### src/rtl/bitmask_sched.sv
// rtl/bitmask_sched.sv - essential-bit scheduler: emits set-bit positions of a 16-bit mask, MSB first
//
// Purpose : accepts one 16-bit operand bitmask per word and emits the priority
//           index of each set bit (index 0 = bit 15) as one beat per cycle on a
//           valid/ready stream, capped at MAX_BITS beats per word.
// Ports   : clk, reset (async, active-high)
//           in_valid / in_ready / in_bitmask[15:0]      word input stream
//           out_valid / out_ready / out_idx[3:0] /
//           out_val / out_last                          beat output stream
//           busy                                        high while a word is in flight
// Config  : BITMASK_SCHED_EMPTY_BEAT_EN - when defined, a zero word yields one
//           beat with out_val=0 and out_last=1; otherwise it is silently consumed.
module bitmask_sched #(
    parameter int MAX_BITS = 16
) (
    input  logic        clk,
    input  logic        reset,
    input  logic        in_valid,
    output logic        in_ready,
    input  logic [15:0] in_bitmask,
    output logic        out_valid,
    input  logic        out_ready,
    output logic [3:0]  out_idx,
    output logic        out_val,
    output logic        out_last,
    output logic        busy
);

    typedef enum logic {IDLE, RUN} state_t;

    localparam logic [4:0] CNT_LAST = 5'(MAX_BITS - 1);

    state_t      state, state_nxt;
    logic [15:0] mask_r;
    logic [4:0]  cnt_r;
    logic [3:0]  enc_idx;
    logic        mask_nz, mask_one;
    logic        accept, fire, in_zero;

    // Highest set bit wins: later iterations override earlier ones.
    always_comb begin
        enc_idx = '0;
        for (int i = 0; i < 16; i++) begin
            if (mask_r[i]) enc_idx = 4'(15 - i);
        end
    end

    assign mask_nz  = |mask_r;
    assign mask_one = mask_nz && ((mask_r & (mask_r - 16'd1)) == 16'd0);
    assign in_zero  = (in_bitmask == 16'd0);

    always_ff @(posedge clk or posedge reset) begin
        if (reset) state <= IDLE;
        else       state <= state_nxt;
    end

    always_comb begin
        out_valid = 1'b0;
        out_idx   = '0;
        out_val   = 1'b0;
        out_last  = 1'b0;
        state_nxt = state;
        // Outputs are gated by state so a word truncated by the cap leaves no
        // stale index visible once back in IDLE.
        if (state == RUN) begin
            out_valid = 1'b1;
            out_idx   = enc_idx;
            out_val   = mask_nz;
            out_last  = mask_one || (cnt_r == CNT_LAST) || !mask_nz;
        end
        fire     = out_valid && out_ready;
        in_ready = (state == IDLE) || (fire && out_last);
        accept   = in_valid && in_ready;
        if (fire && out_last) state_nxt = IDLE;
        // Acceptance only happens in IDLE or on the retiring beat, so it may
        // override the return to IDLE for gap-free back-to-back words.
        if (accept) begin
            if (!in_zero) state_nxt = RUN;
            else begin
`ifdef BITMASK_SCHED_EMPTY_BEAT_EN
                state_nxt = RUN;
`else
                state_nxt = IDLE;
`endif
            end
        end
    end

    assign busy = (state == RUN);

    always_ff @(posedge clk or posedge reset) begin
        if (reset) begin
            mask_r <= '0;
            cnt_r  <= '0;
        end else if (accept) begin
            mask_r <= in_bitmask;
            cnt_r  <= '0;
        end else if (fire) begin
            mask_r <= mask_r & ~(16'h8000 >> out_idx);
            cnt_r  <= cnt_r + 5'd1;
        end
    end

endmodule
### config.mk
export PLATFORM = sky130hd
export DESIGN_NAME = bitmask_sched
export DESIGN_NICKNAME = d
export VERILOG_FILES = /design/src/rtl/bitmask_sched.sv
export SDC_FILE = /design/constraint.sdc
export NUM_CORES = 1
export LEC_CHECK = 0
export CAP_MARGIN = 20
export CORE_ASPECT_RATIO = 1.2
export CORE_MARGIN = 2
export CORE_UTILIZATION = 56
export CTS_CLUSTER_DIAMETER = 120
export CTS_CLUSTER_SIZE = 10
export DETAILED_ROUTE_END_ITERATION = 6
export GPL_ROUTABILITY_DRIVEN = 0
export GPL_TIMING_DRIVEN = 1
export PLACE_DENSITY = 0.9
export SYNTH_ARGS = -nofsm -noshare
export SYNTH_HDL_FRONTEND = slang
export SYNTH_SLANG_ARGS = --single-unit
### constraint.sdc
create_clock -name clk -period 6.29 [get_ports clk]
set_input_delay 0.629 -clock clk [delete_from_list [all_inputs] [get_ports clk]]
set_output_delay 0.629 -clock clk [all_outputs]
set_load 0.02 [all_outputs]
==> run summary, run 1 <==
The x dimension of the die is 52.55 um. The synthesized area per cell came out at 8.562 um2. The global router's overall resource usage came out at 27.08%. The number of rows in the core area is 21.

The effective utilization at floorplan is 57.97%. The final critical-path required period is 3476 ps. In this run the vertical extent of the chip is 62.26 um. In this run the worst path has a maximum fanout of 8. The power per cell area is 528.9 nW/um2. Setup repair after global routing left no endpoint under its margin.

Detailed routing inserted a total of 1533 vias. The final net count is 231. The via count of the first global-routing pass is 1529. The fmax is 0.2877 GHz. Across the VDD grid, the largest voltage drop is 382.6 uV. The share of the cycle needed by the critical path after routing came out at 55.26%. The proportion of synthesized chip area in sequential cells came out at 34.76%.

The adder and majority cell fraction of the synthesized area is 2.291%. The post-route clock skew came out at 7.078 ps. Data arrives at the worst endpoint at 2850 ps. The number of buffers added on ports is 28.

For this run, design rule violations remaining after detail routing come to 0. The antenna diode count came out at 0. The first routing iteration left 102 violations.

The die area is 3272 um2. The max-slew violation count came to 0. Entering global routing, the biggest net connects 23 pins. The number of distinct library cells after synthesis came out at 46. The relative max-transition margin is 35.06%. The sink count of the clock tree is 22. The post-route setup TNS is 0 ps.

Among all flip-flop cells after synthesis, the most frequent one is sky130_fd_sc_hd__dfrtp_1. The maximum count of clock buffers along a single path came out at 2. The worst-case setup slack after placement came out at 3269 ps. The initial antenna violation count came out at 0. The wire-length estimate of the detail-placed layout is 3.048 mm. The synthesized netlist devotes 18.88% of its cell area to compound gates. The post-synthesis sequential element count came out at 22. Sorting the synthesized cells by how often they occur yields sky130_fd_sc_hd__dfrtp_1, sky130_fd_sc_hd__inv_1, sky130_fd_sc_hd__o21ai_0, sky130_fd_sc_hd__mux2i_1, sky130_fd_sc_hd__nor2_1. The number of max-cap violations came out at 0. Yosys mapped a number of flops with a built-in enable equal to 0. The synthesized design devotes to its leading area cell type 34.76% of total area. The detail route stage leaves a number of antenna-violating nets equal to 0. After layout, the worst setup slack is 2814 ps. The final count of hold timing violations is 0. The total overflow left after global routing is 0.

The depth of the CTS H-tree came out at 1. The number of top-level design ports is 29. Summing internal, switching and leakage power gives 984.6 uW. The length of the first detailed-routing pass in iterations came out at 5.

The total core area came out at 2733 um2. The number of warnings issued by yosys is 0. CTS placed an instance of sky130_fd_sc_hd__clkbuf_4 at the clock tree root. The synthesized-area fraction occupied by and/or/nand/nor cells came out at 23.62%. The share of layout cells above drive strength 1 is 6.763%. The number of instances in the synthesized netlist is 185. The run finished with clean final reports. Synthesis produced a netlist with a net count of 207. The number of fill cells in the layout came out at 215. The overall routed net length is 4.016 mm. TritonCTS built the clock tree. The main combinational cell family by area after synthesis is simple AND/OR/NAND/NOR gates. The most area-hungry cell type in the Yosys netlist is sky130_fd_sc_hd__dfrtp_1. The number of CTS-inserted buffers is 3.

The worst setup path is of the flip-flop to output pin kind. The analysis attributes to cell leakage a power of 0.7802 nW. The data required time of the worst path is 5660 ps. The number of setup buffers added after CTS is 0. Ranked by total cell area, the synthesized netlist is headed by sky130_fd_sc_hd__dfrtp_1, sky130_fd_sc_hd__mux2i_1, sky130_fd_sc_hd__o21ai_0. The total cell area at the placement stage came out at 1839 um2. The wire length per cell after detailed routing is 16.66 um.

STA classifies the critical path endpoint as an output pin. The summed area of non-filler cells in the final layout came out at 1862 um2. The post-CTS resize count is 0. In the synthesized netlist, mux cells make up 9.637% of the area. The number of vias per cell after detailed routing is 6.361. The count of hold-fix buffers inserted at cts came out at 0. STA classifies the critical path startpoint as a flip-flop.

After Yosys synthesis, XOR and XNOR cells account for 1.106% of the synthesized area. At the pin with the least slew margin, the transition time is 974.1 ps. The post-synthesis cell area came out at 1584 um2. The path class of the lowest-slack min-delay path is flip-flop to flip-flop. Counting flops with an async set or reset pin after synthesis yields a share of 100.0%. The setup violation total in the final timing report is 0.

The relative area change from synthesis to final layout came out at 17.54%. The insertion delay of the later-clocked pin in the worst-skew pair is 310 ps. The wire length of the first global-routing pass is 6.782 mm. The clock-pin transition on the worst setup and hold timing paths is 120 ps.
## registers in the layout, summed over array words and instances (netlist names)
register  flops
cnt_r         5
busy          1
mask_r       16
## layer usage
layer  share of wire [%]  global-route usage, %  routed length [um]
met5                   0                      0                   0
met4                 4.8                  15.71                 193
met3                 7.0                  2.885                 280
met1                  39                  36.70                1560
met2                  49                  41.25                1982
## final timing paths
path,from,cells after the start,slack [ps],endpoint
min reg2reg,cnt_r[1]$_DFFE_PP0P_,2,520,cnt_r[1]$_DFFE_PP0P_
max,mask_r[3]$_DFFE_PP0P_,5,2810,out_idx[1]
min,cnt_r[1]$_DFFE_PP0P_,2,520,cnt_r[1]$_DFFE_PP0P_
max in group asynchronous,reset,2,4990,mask_r[5]$_DFFE_PP0P_
max reg2reg,mask_r[1]$_DFFE_PP0P_,7,3240,mask_r[7]$_DFFE_PP0P_
min in group asynchronous,reset,2,770,mask_r[12]$_DFFE_PP0P_
## cells by family (layout without fill, tap and decap cells)
| family | Yosys count | count (layout) |
|---|---|---|
| xor gates and xnor gates | 2 | 2 |
| and+or+nand+nor | 64 | 64 |
| adders and majority gates | 3 | 3 |
| muxes | 15 | 15 |
| DFF | 22 | 22 |
| AOI/OAI and AO/OA | 47 | 47 |
| buffers and inverters | 32 | 54 |
## worst max-delay path, stage by stage, from the launching register on
cell                              delay, ps
sky130_fd_sc_hd__dfrtp_1                490
sky130_fd_sc_hd__or2_1                  270
sky130_fd_sc_hd__o21ai_0                240
sky130_fd_sc_hd__a21oi_1                130
sky130_fd_sc_hd__nor4b_2                650
sky130_fd_sc_hd__clkdlybuf4s50_1        750
## per-stage QoR
| stage | util, % | std cells | hold slack, ps |
|---|---|---|---|
| 2_1_floorplan | - | 185 | 475.5 |
| 3_3_place_gp | 67.31 | 238 | 491.9 |
| 3_5_place_dp | 67.31 | 238 | 504.1 |
| 4_1_cts | 68.13 | 241 | 530.0 |
| 5_1_grt | 68.13 | 241 | 554.9 |
| 6_report | 68.13 | 241 | 521.6 |
## power by group
part	leakage [nW]	internal [mW]	switching [mW]
clock network	0.0138	0.0224	0.0426
registers	0.281	0.196	0.0995
logic	0.485	0.274	0.350
total	0.780	0.493	0.492
## cell usage in the layout, fill, tap and decap left out, drive strengths merged, types with 3 or more instances in the layout
| cell type | count |
|---|---|
| a21oi | 9 |
| and2 | 3 |
| clkbuf | 3 |
| clkdlybuf4s50 | 28 |
| dfrtp | 22 |
| inv | 23 |
| mux2i | 13 |
| nand2 | 11 |
| nand2b | 5 |
| nand3 | 3 |
| nand4 | 3 |
| nor2 | 13 |
| nor3 | 6 |
| nor4 | 9 |
| o21ai | 22 |
| o31a | 4 |
| or3 | 4 |
## final cells by class
class	instances	area, um2	area share (%)
Inverter	23	86.33	4.637
Tap cell	34	42.54	2.285
Sequential cell	22	550.5	29.57
Clock buffer	3	22.52	1.210
Multi-Input combinational cell	131	879.6	47.24
Timing Repair Buffer	28	280.3	15.05
(Power assumes the default switching activity.)
==> run 2: changes to the inputs <==
--- a/config.mk
+++ b/config.mk
@@ -8,13 +8,13 @@
 export CAP_MARGIN = 20
 export CORE_ASPECT_RATIO = 1.2
 export CORE_MARGIN = 2
-export CORE_UTILIZATION = 56
+export CORE_UTILIZATION = 47
 export CTS_CLUSTER_DIAMETER = 120
 export CTS_CLUSTER_SIZE = 10
 export DETAILED_ROUTE_END_ITERATION = 6
 export GPL_ROUTABILITY_DRIVEN = 0
 export GPL_TIMING_DRIVEN = 1
-export PLACE_DENSITY = 0.9
+export PLACE_DENSITY = 0.81
 export SYNTH_ARGS = -nofsm -noshare
 export SYNTH_HDL_FRONTEND = slang
 export SYNTH_SLANG_ARGS = --single-unit
==> constraint.sdc (replaced) <==
create_clock -name clk -period 3.1 [get_ports clk]
set_input_delay 0.31 -clock clk [delete_from_list [all_inputs] [get_ports clk]]
set_output_delay 0.31 -clock clk [all_outputs]
set_load 0.02 [all_outputs]
==> run summary, run 2 (synthesized netlist as in run 1, its figures left out) <==
Measured in cells, the most critical reg-to-reg path has a length of 8. The post-route clock skew came out at 4.035 ps. The cell sitting at the root of the clock tree is a sky130_fd_sc_hd__clkbuf_8.

The number of CTS-inserted buffers is 3. The run finished with clean final reports. The flip-flop count of the largest register, all copies and words added came out at 16.

The total core area came out at 3281 um2. The first routing iteration left 57 violations. The transition time at the pin with the least slew margin is 866.0 ps.

The number of buffers added on ports is 28. The worst hold path depth came out at 2. Headroom to the max-slew limit came out at 42.20%. At the worst endpoint, the required time is 2790 ps. The via count of the first global-routing pass was 1396. The share of layout cells above drive strength 1 is 10.75%. Using the TritonRoute via totals, the vias-per-cell ratio works out to 5.873. The wire length per cell after detailed routing came out at 15.69 um.

CTS built an H-tree with a depth of 1. The global router's overall resource usage is 22.07%. The tool flagged a number of max-cap violations equal to 0. The worst-case IR drop observed on VDD is 1018 uV. After clock tree synthesis, the clock-pin slew on the worst setup and hold paths is 90 ps. The wire length of the first global-routing pass is 6.534 mm. The number of top-level design ports is 29. Of the total power, the share spent switching nets is 46.31%.

The number of antenna-violating nets in the routed design is 0. The final net count came out at 237. Entering global routing, the biggest net connects 23 pins. The count of hold-fix buffers inserted at cts came out at 0.

The total via count after detailed routing is 1474. Ranked by flip-flop count, first place goes to mask_r. TritonCTS built the clock tree. The later pin in the worst-skew pair is clocked with a latency of 270 ps.

The initial utilization of the core area, before any placement, comes to 48.28%. The final count of hold timing violations is 0. The instance count after placement with tap cells included is 246. The total internal power is 1.196 mW. The routed design has 3.937 mm of wire. The detailed placement HPWL is 2.944 mm. The max-slew violation count came out at 0.

The worst hold path belongs to the class flip-flop to flip-flop. The worst endpoint data arrival time came out at 2590 ps. Along the worst path, the maximum fanout reaches 6.

The length of the first detailed-routing pass in iterations came out at 4. The total overflow left after global routing is 0. The final critical-path required period came out at 2896 ps. The least setup slack across all paths after layout is 204.3 ps. For this design the static power due to leakage is 0.8481 nW.

The sink count of the clock tree is 22. The critical path is of the flip-flop to output pin type. The share of the cycle needed by the critical path after routing is 93.41%.

The vertical die dimension is 67.60 um. The number of rows in the core area is 23. STA classifies the critical path startpoint as a flip-flop. The worst-case setup slack after placement came out at 455.7 ps.

The fmax came out at 0.3453 GHz. STA classifies the critical path endpoint as an output pin. The floorplan step defined a die boundary enclosing 3853 um2. The relative contribution of sequential cells to total power is 26.5%. The maximum count of clock buffers along a single path is 2. The relative area change from synthesis to final layout came out at 24.57%. The initial antenna violation count is 0. The x dimension of the die is 57.00 um.

The power per cell area came out at 1129 nW/um2. The combinational share of power came out at 61.2%. In the routed design, unresolved DRC markers number 0. Leaving out fill and tap cells, the most frequent cell in the layout is sky130_fd_sc_hd__clkdlybuf4s50_1.

In the layout the commonest cells are sky130_fd_sc_hd__clkdlybuf4s50_1, sky130_fd_sc_hd__inv_1, sky130_fd_sc_hd__o21ai_0. The share of power burned in the clock network is 12.3%. The finished layout holds 251 standard cells, fillers aside.

Setup violations remaining at the end of the flow were counted as 0. The switching power came out at 1.031 mW. The repair_antennas step left the layout with diodes totalling 0.
==> run 2: cell types whose count changed in the layout (fill, tap and decap cells not counted), moves of 2 or more <==
cell | before | now
sky130_fd_sc_hd__clkbuf_8 | 0 | 3
sky130_fd_sc_hd__buf_4 | 0 | 6
sky130_fd_sc_hd__dfrtp_1 | 22 | 20
sky130_fd_sc_hd__clkbuf_4 | 3 | 0
sky130_fd_sc_hd__dfrtp_2 | 0 | 2
==> run 2: metrics by stage <==
stage,area [um2],setup TNS (ps),total power [mW],hold slack (ps),utilization (%)
2_1_floorplan,1584,0,1.430,299.2,-
3_3_place_gp,1881,0,1.892,494.4,57.32
3_5_place_dp,1881,0,1.891,500.0,57.32
4_1_cts,1952,0,2.184,517.2,59.50
5_1_grt,1973,-4.943,2.380,548.2,60.14
6_report,1973,0,2.227,515.0,60.14
==> run 2: metal layers <==
layer	part of all wire, %	vias up	track usage [%]	routed length, um
met2	49	53	36.78	1919
met5	0	-	0	0
met1	43	684	28.43	1677
met4	3.6	0	9.884	140
met3	5.1	14	3.257	199
li1	-	723	-	-
==> run 2: final cells by class <==
cell class	count	area, um2
tap	37	46.29
multi-input combinational	131	888.4
sequential	22	553.0
clock buffer	3	41.29
inverter	23	86.33
fill	296	1308
clock inverter	1	30.03
timing repair buffer	34	327.8
==> run 2: worst max-delay path: stages (launching register included) <==
cell	delay (ps)
sky130_fd_sc_hd__dfrtp_1	470
sky130_fd_sc_hd__nor4_4	430
sky130_fd_sc_hd__a21oi_1	160
sky130_fd_sc_hd__nor4_2	230
sky130_fd_sc_hd__nand3b_1	140
sky130_fd_sc_hd__o21ai_0	160
sky130_fd_sc_hd__and2_1	140
sky130_fd_sc_hd__clkdlybuf4s50_1	600
==> run 2: power groups by stage <==
| stage | Clock (mW) | Combinational (mW) | Sequential [mW] |
|---|---|---|---|
| 2_1_floorplan | 0 | 0.915 | 0.515 |
| 3_3_place_gp | 0 | 1.31 | 0.581 |
| 3_5_place_dp | 0 | 1.31 | 0.585 |
| 4_1_cts | 0.274 | 1.33 | 0.580 |
| 5_1_grt | 0.287 | 1.48 | 0.612 |
| 6_report | 0.273 | 1.36 | 0.591 |
==> run 2: worst paths after layout <==
check                                       from                endpoint  slack, ps
min reg2reg                 cnt_r[4]$_DFFE_PP0P_    cnt_r[4]$_DFFE_PP0P_        510
max in group asynchronous                  reset  mask_r[11]$_DFFE_PP0P_       2000
min                         cnt_r[4]$_DFFE_PP0P_    cnt_r[4]$_DFFE_PP0P_        510
max reg2reg                mask_r[0]$_DFFE_PP0P_  mask_r[11]$_DFFE_PP0P_        670
min in group asynchronous                  reset  mask_r[12]$_DFFE_PP0P_        520
max                        mask_r[0]$_DFFE_PP0P_                out_last        200
==> run 2: repair_timing <==
item | CTS | global route
endpoints found under the setup margin | 0 | 2
setup buffers | 0 | 1
gates resized for setup | 0 | 4
